===== src/rtl/tbird_pkg.sv =====
// Shared encodings for the T-bird taillight FSM and its receive-side decoder,
// plus the legal-step and completion-mode helpers used by the decoder.
package tbird_pkg;

  typedef enum logic [2:0] {
    IDLE = 3'b000,
    L1   = 3'b001,
    L2   = 3'b011,
    L3   = 3'b010,
    R1   = 3'b101,
    R2   = 3'b111,
    R3   = 3'b110,
    LR3  = 3'b100
  } t_tbird_lights_state;

  typedef enum logic [1:0] {
    NONE  = 2'b00,
    LEFT  = 2'b01,
    RIGHT = 2'b10,
    HAZ   = 2'b11
  } t_tbird_mode;

  // Decoder tracker: last legal lamp state, or resynchronising after a violation.
  typedef struct packed {
    logic                sync;
    t_tbird_lights_state st;
  } t_tbird_tracker;

  localparam t_tbird_tracker TRK_IDLE = '{sync: 1'b0, st: IDLE};

  // Non-IDLE states never repeat: the source FSM advances every cycle.
  function automatic logic tbird_legal_step(input t_tbird_lights_state prev,
                                            input t_tbird_lights_state cur);
    logic ok;
    ok = 1'b0;
    case (prev)
      IDLE:          ok = (cur == IDLE) || (cur == L1) || (cur == R1) || (cur == LR3);
      L1:            ok = (cur == L2) || (cur == LR3);
      L2:            ok = (cur == L3) || (cur == LR3);
      R1:            ok = (cur == R2) || (cur == LR3);
      R2:            ok = (cur == R3) || (cur == LR3);
      L3, R3, LR3:   ok = (cur == IDLE);
      default:       ok = 1'b0;
    endcase
    return ok;
  endfunction

  // Mode reported when a sequence ends by stepping from prev into IDLE.
  function automatic t_tbird_mode tbird_done_mode(input t_tbird_lights_state prev);
    t_tbird_mode m;
    m = NONE;
    case (prev)
      L3:      m = LEFT;
      R3:      m = RIGHT;
      LR3:     m = HAZ;
      default: m = NONE;
    endcase
    return m;
  endfunction

endpackage


===== src/rtl/tbird_pattern_classify.sv =====
// Combinational classifier: maps the observed {left,right} lamp patterns onto
// the shared lamp-state encoding, flagging anything the FSM can never drive.
module tbird_pattern_classify
  import tbird_pkg::*;
(
  input  logic [2:0]          l_lights,
  input  logic [2:0]          r_lights,
  output t_tbird_lights_state state,
  output logic                bad
);

  always_comb begin
    state = IDLE;
    bad   = 1'b0;
    case ({l_lights, r_lights})
      6'b000_000: state = IDLE;
      6'b001_000: state = L1;
      6'b011_000: state = L2;
      6'b111_000: state = L3;
      6'b000_001: state = R1;
      6'b000_011: state = R2;
      6'b000_111: state = R3;
      6'b111_111: state = LR3;
      default:    bad   = 1'b1;
    endcase
  end

endmodule


===== src/rtl/tbird_light_decoder.sv =====
// Receive-side monitor for the T-bird taillights: tracks the lamp sequence,
// reports completed sequences by mode, and flags protocol violations.
module tbird_light_decoder
  import tbird_pkg::*;
#(
  parameter int CNT_W = 8
) (
  input  logic             clk,
  input  logic             rst_b,
  input  logic [2:0]       l_lights,
  input  logic [2:0]       r_lights,
  input  logic             clr,
  output logic             done,
  output t_tbird_mode      mode,
  output logic             err,
  output logic             err_sticky,
  output logic [CNT_W-1:0] cnt_left,
  output logic [CNT_W-1:0] cnt_right,
  output logic [CNT_W-1:0] cnt_haz
);

  localparam logic [CNT_W-1:0] CNT_ONE = {{(CNT_W-1){1'b0}}, 1'b1};

  t_tbird_lights_state pat_state;
  logic                pat_bad;
  t_tbird_tracker      trk_q;
  t_tbird_tracker      trk_d;
  logic                done_d;
  logic                err_d;
  t_tbird_mode         mode_d;
  logic                inc_left;
  logic                inc_right;
  logic                inc_haz;

  tbird_pattern_classify u_classify (
    .l_lights (l_lights),
    .r_lights (r_lights),
    .state    (pat_state),
    .bad      (pat_bad)
  );

  always_comb begin
    trk_d     = trk_q;
    done_d    = 1'b0;
    err_d     = 1'b0;
    mode_d    = mode;
    inc_left  = 1'b0;
    inc_right = 1'b0;
    inc_haz   = 1'b0;
    if (trk_q.sync) begin
      // Resynchronise silently on the first clean IDLE pattern.
      if (!pat_bad && (pat_state == IDLE)) begin
        trk_d = TRK_IDLE;
      end
    end else if (pat_bad || !tbird_legal_step(trk_q.st, pat_state)) begin
      err_d      = 1'b1;
      trk_d.sync = 1'b1;
      trk_d.st   = IDLE;
    end else begin
      trk_d.st = pat_state;
      // A legal step into IDLE from a non-IDLE state can only come from L3/R3/LR3.
      if ((pat_state == IDLE) && (trk_q.st != IDLE)) begin
        done_d    = 1'b1;
        mode_d    = tbird_done_mode(trk_q.st);
        inc_left  = (mode_d == LEFT);
        inc_right = (mode_d == RIGHT);
        inc_haz   = (mode_d == HAZ);
      end
    end
  end

  always_ff @(posedge clk or negedge rst_b) begin
    if (!rst_b) begin
      trk_q      <= TRK_IDLE;
      done       <= 1'b0;
      err        <= 1'b0;
      mode       <= NONE;
      err_sticky <= 1'b0;
      cnt_left   <= '0;
      cnt_right  <= '0;
      cnt_haz    <= '0;
    end else begin
      trk_q <= trk_d;
      done  <= done_d;
      err   <= err_d;
      mode  <= mode_d;
      // A new violation outranks a coincident clear.
      if (err_d) begin
        err_sticky <= 1'b1;
      end else if (clr) begin
        err_sticky <= 1'b0;
      end
      if (clr) begin
        cnt_left <= '0;
      end else if (inc_left && (cnt_left != '1)) begin
        cnt_left <= cnt_left + CNT_ONE;
      end
      if (clr) begin
        cnt_right <= '0;
      end else if (inc_right && (cnt_right != '1)) begin
        cnt_right <= cnt_right + CNT_ONE;
      end
      if (clr) begin
        cnt_haz <= '0;
      end else if (inc_haz && (cnt_haz != '1)) begin
        cnt_haz <= cnt_haz + CNT_ONE;
      end
    end
  end

endmodule


===== config.mk =====
export PLATFORM = sky130hd
export DESIGN_NAME = tbird_light_decoder
export DESIGN_NICKNAME = d
export VERILOG_FILES = /design/src/rtl/tbird_pkg.sv /design/src/rtl/tbird_pattern_classify.sv /design/src/rtl/tbird_light_decoder.sv
export SDC_FILE = /design/constraint.sdc
export NUM_CORES = 1
export LEC_CHECK = 0
export CORE_MARGIN = 3
export CORE_UTILIZATION = 50
export CTS_CLUSTER_DIAMETER = 150
export DETAILED_ROUTE_END_ITERATION = 8
export GPL_TIMING_DRIVEN = 1
export PLACE_DENSITY_LB_ADDON = 0.05
export SLEW_MARGIN = 20
export SYNTH_ARGS = -nofsm -noshare
export SYNTH_HDL_FRONTEND = slang
export SYNTH_SLANG_ARGS = --single-unit

===== constraint.sdc =====
create_clock -name clk -period 3.95 [get_ports clk]
set_input_delay 0.9875 -clock clk [delete_from_list [all_inputs] [get_ports clk]]
set_output_delay 0.9875 -clock clk [all_outputs]
set_load 0.02 [all_outputs]

-- Yosys cells after proc, flatten, opt, wreduce, memory -nomap -nowiden
Index checks and enable logic that the tools add are counted.
- $add $sub $neg: 3
- equality and inequality tests: 28
- multiplexer cells: 33
- bitwise logic cells: 2
- reduce and logical (&&, ||, !) cells: 25
- operators by type and width (kind ; number):
    $mux 8 ; 6
    $add 8x1->8 const B ; 3
    $eq 3x3->1 const B ; 8
    $ne 8x8->1 const B ; 3
    $pmux 3 s7 ; 1
    $mux 1 ; 18
    $eq 3x2->1 const B ; 4
    $eq 6x6->1 const B ; 2
    $logic_or 1x1->1 ; 8
    $mux 4 ; 2
    $reduce_bool 2->1 ; 4
    $reduce_or 8->1 ; 1
    $eq 3x1->1 const B ; 2
    $eq 6x1->1 const B ; 1
    $eq 6x2->1 const B ; 1
    $eq 6x3->1 const B ; 1
    $eq 6x4->1 const B ; 1
    $eq 6x5->1 const B ; 1
    $logic_not 3->1 ; 2
    $logic_not 6->1 ; 1
    $mux 2 ; 3
    $pmux 1 s6 ; 1
    $pmux 2 s3 ; 1
    $logic_and 1x1->1 ; 5
    9 further kinds ; 11
- register bits: 33
- logic and storage cells: 100

-- Logic depth before layout (Yosys ltp)
- depth after elaboration: 19
- gate-level depth with buffers: 7

-- Hierarchy
From an unflattened synthesis, not the netlist that was laid out.
- cell total of the unflattened synthesis: 223
- area total of the unflattened synthesis: 1964.4 µm²
- modules (own cells, without submodules) (module ; times used ; cells an instance ; area each (µm²) ; seq. area each (µm²)):
    tbird_light_decoder ; 1 ; 207 ; 1866.8 ; 825.8
    tbird_pattern_classify ; 1 ; 16 ; 97.6 ; 0.0

-- Worst setup path after synthesis
No wires, ideal clock.
- path type: input-to-reg
- start point: in l_lights[0]
- end point: reg cnt_right[7]
- setup time: 0.078 ns
- data arrival time: 2.414 ns
- required time: 3.872 ns
- slack: 1.458 ns
- stages on the path: 5
- buffers on the path: 0
- cell sequence: nor4_4 > nand4_2 > or4_1 > or3_1 > a21oi_1
- word-level cells in the longest chain between the ends: 14
- RTL lines (what ; RTL line ; source):
    start: declaration ; tbird_light_decoder.sv:10 ; input logic [2:0] l_lights,
    $eq 6x6->1 (tied with other cells) ; tbird_pattern_classify.sv:15 ; case ({l_lights, r_lights})
    $pmux 3 s7 ; tbird_pattern_classify.sv:15 ;
    $eq 3x1->1 or $logic_not 3->1 (tied branches) ; tbird_pkg.sv:37, tbird_pkg.sv:42, tbird_light_decoder.sv:62 ;
    $logic_or 1x1->1 (3 in series) ; tbird_pkg.sv:37 ; IDLE: ok = (cur == IDLE) || (cur == L1) || (cur == R1) || (cur == LR3);
    $pmux 1 s6 ; tbird_pkg.sv:36 ; case (prev)
    $mux 1 ; tbird_light_decoder.sv:50 ; if (trk_q.sync) begin
    $logic_not 1->1 ; tbird_light_decoder.sv:55 ; end else if (pat_bad || !tbird_legal_step(trk_q.st, pat_state)) begin
    $logic_or 1x1->1 ; tbird_light_decoder.sv:55 ;
    $mux 1 * ; tbird_light_decoder.sv:55 ;
    $mux 1 * ; tbird_light_decoder.sv:50 ;
    $logic_and 1x1->1 * ; tbird_light_decoder.sv:100 ; end else if (inc_right && (cnt_right != '1)) begin
    $reduce_bool 2->1 (no source line) * ; - ;
    end signal: assignment ; tbird_light_decoder.sv:101 ; cnt_right <= cnt_right + CNT_ONE;
    end: declaration ; tbird_light_decoder.sv:18 ; output logic [CNT_W-1:0] cnt_right,
Mark *: on every way between the ends. The rest lies on a longest branch, timed or not. The select of a mux whose other input is x is not followed.
A chain may end at the register's enable or synchronous reset.

-- Worst setup path after layout
Same ends and word-level chain as after synthesis.

==> flow_metrics.py <==
metrics = {
    "grt": {
        "grt_pass1_wl_um": 7460,
        "grt.total_usage": 0.223,
        "grt_pass1_vias": 1632,
        "antenna_found_initial": 0,
        "grt_overflow": 0,
        "grt_max_degree": 34,
    },
    "sta": {
        "fin_tns_setup_ps": 0,
        "max_freq_mhz": 319,
        "slew_viol_final": 0,
        "rsz0062_at_grt": "false",
        "hold_viol_final": 0,
        "slew_headroom": 0.581,
        "tightest_slew_ps": 623,
        "min_period_over_period": 0.794,
        "clock_skew_ps": 6.63,
        "period_minus_slack_ps": 3140,
        "finalSetupViolCount": 0,
    },
    "pwr": {
        "seqPwrFrac": 0.528,
        "ir_drop_mv": 0.220,
        "switching_share": 0.232,
        "p_sw_uw": 152,
        "design_power_total_uw": 655,
        "intPower_uw": 503,
        "power.leakage_nw": 0.904,
        "p_clk_frac": 0.388,
        "comb_power_share": 0.085,
        "power_density_nw_per_um2": 280,
    },
    "setup_path": {
        "cp-end-kind": "flip-flop",
        "start_kind": "input pin",
        "crit_arrival_ps": 3350,
        "crit_fanout": 13,
        "critPathKind": "in -> reg",
        "required_ps": 4160,
    },
    "cts": {
        "worstSkewPairLatency_ps": 290,
        "postCtsResizedCells": 0,
        "h-tree-depth": 2,
        "cts_tree": "built",
        "ctsRootBufferMaster": "clkbuf_8",
        "cts_setup_buffers": 0,
        "clk_pin_slew_worst_paths_ps": 70,
        "cts.sinks": 33,
        "cts_buffers": 5,
        "clockBufferDepth": 2,
        "cts_hold_repair.buffers": 0,
    },
    "floorplanning": {
        "die_h_um": 66.8,
        "dieArea_sq_um": 4460,
        "core_area_sq_um": 3440,
        "io-pin-count": 38,
        "row_count": 21,
        "initial_core_util": 0.536,
        "die_x_um": 66.8,
    },
    "logic_synthesis": {
        "synthFlopType": "dfrtp_1",
        "yosys_warnings": 0,
        "synth_cell_type_count": 44,
        "ys_seq_area_frac": 0.447,
        "synth_cells": 197,
        "synth_nets": 209,
        "ys_seq_elements": 33,
        "syn_avg_cell_area_sq_um": 9.37,
        "synthArstFlopShare": 1.00,
        "synth_edf_count": 0,
        "syn_area_sq_um": 1850,
    },
    "routing": {
        "num_vias": 1627,
        "remaining_drc_errors": 0,
        "avgRoutedWirePerCell_um": 15.2,
        "via_per_inst": 5.79,
        "drtPass1Iterations": 4,
        "dr.first_iter.drc_count": 135,
        "ant_nets": 0,
        "finalWirelength_um": 4270,
    },
    "status": {
        "outcome": "completed",
    },
    "cells_and_area": {
        "area_delta_synth_final_pct": 27.0,
        "diodes": 0,
        "fin_nets": 247,
        "layout-drive-gt1-share": 0.0638,
    },
    "placement": {
        "numPortBuffers": 37,
        "dp_hpwl_um": 3050,
        "place_congestion": 0.862,
    },
    "flow_run": {
        "maxCapViolations": 0,
    },
    "min_path": {
        "hold_class": "reg -> reg",
    },
}
-- logic make-up (layout without fill, tap and decap cells) --
| logic type | Yosys count | count (layout) | share of synthesized area |
|---|---|---|---|
| DFF | 33 | 33 | 0.447 |
| muxes | 3 | 3 | 0.0169 |
| adders and majority gates | 3 | 3 | 0.0203 |
| and+or+nand+nor | 93 | 93 | 0.275 |
| AOI/OAI and AO/OA | 28 | 28 | 0.111 |
| buffers and inverters | 17 | 55 | 0.0352 |
| xor gates and xnor gates | 20 | 20 | 0.0949 |
-- state kept, by name, summed over array words and instances (netlist names) --
name and cells:
cnt_haz 8, cnt_left 8, cnt_right 8, done 1
err 1, err_sticky 1, mode 2, trk_q 4
-- worst max-delay path: stages --
cell             delay (ps)
clkdlybuf4s50_1         550
nor4_4                  390
nand4_2                 350
or4_1                   620
or3_1                   320
a21oi_1                 140
-- metal layers --
metal	vias up	global-route usage	routed length (um)
li1	778	-	-
met1	761	0.268	1880
met2	75	0.369	2060
met3	13	0.0590	244
met4	0	0.104	85
met5	-	0	0
-- cell usage in the layout (no fill, tap or decap), types with 3 or more instances in the layout --
cell type        count
or3_1                4
clkbuf_8             6
a21oi_1              3
o21ai_0              6
ha_1                 3
xnor2_1             18
a211o_1              3
nor3_1               7
nor2_1              31
nand3_1              9
dfrtp_1             33
and4_1               4
nor4_1               9
nand2_1             13
inv_1                9
clkdlybuf4s50_1     37
-- worst paths after layout --
kind                                  start            to  slack [ps]  cells past startpoint
worst min-delay path                mode[0]       mode[0]         500                      2
worst min register to register      mode[0]       mode[0]         500                      2
max in group asynchronous             rst_b  cnt_right[0]        2540                      2
min in group asynchronous             rst_b    cnt_haz[1]        1100                      2
worst max-delay path            l_lights[0]  cnt_right[7]         810                      6
worst max register to register     trk_q[2]    cnt_haz[5]        1740                      5
-- synth_stat cells (2+ instances only) --
| master | number | share of area |
|---|---|---|
| dfrtp_1 | 33 | 0.45 |
| nor2_1 | 31 | 0.063 |
| xnor2_1 | 18 | 0.085 |
| nand2_1 | 13 | 0.026 |
| inv_1 | 9 | 0.018 |
| nand3_1 | 9 | 0.024 |
| nor4_1 | 9 | 0.031 |
| nor3_1 | 7 | 0.019 |
| clkbuf_1 | 6 | 0.012 |
| o21ai_0 | 6 | 0.016 |
| and4_1 | 4 | 0.019 |
| or3_1 | 4 | 0.014 |
| a211o_1 | 3 | 0.014 |
| a21oi_1 | 3 | 0.0081 |
| ha_1 | 3 | 0.020 |
| and3_1 | 2 | 0.0068 |
| mux2i_1 | 2 | 0.011 |
| nand2b_1 | 2 | 0.0068 |
| nor3b_1 | 2 | 0.0081 |
| o221ai_1 | 2 | 0.0095 |
| o311ai_0 | 2 | 0.0095 |
| o31a_1 | 2 | 0.0095 |
| o31ai_1 | 2 | 0.0081 |
| o32ai_1 | 2 | 0.0095 |
| xor2_1 | 2 | 0.0095 |
-- through the flow --
step	area [sq um]	util	worst slack (ps)	std cells	hold WS, ps
CTS	2340	0.681	817	281	504
global route	2340	0.681	673	281	586
finish	2340	0.681	812	281	501
floorplan	1850	-	1460	197	577
global placement	2260	0.656	605	274	487
detailed placement	2260	0.656	497	274	489
-- power by group through the flow --
stage          combinational, mW  sequential, mW  clock (mW)
3_5_place_dp              0.0555           0.352           0
6_report                  0.0554           0.346       0.254
4_1_cts                   0.0558           0.346       0.262
2_1_floorplan             0.0176           0.357           0
5_1_grt                   0.0619           0.347       0.278
3_3_place_gp              0.0541           0.352           0
-- area by class of cell --
| class | instances | area, sq um |
|---|---|---|
| Clock buffer | 7 | 86.3 |
| Inverter | 9 | 33.8 |
| Fill cell | 280 | 1100 |
| Sequential cell | 33 | 826 |
| Tap cell | 46 | 57.6 |
| Multi-Input combinational cell | 147 | 955 |
| Timing Repair Buffer | 39 | 385 |
No activity file was read; power rests on OpenSTA's default activity.
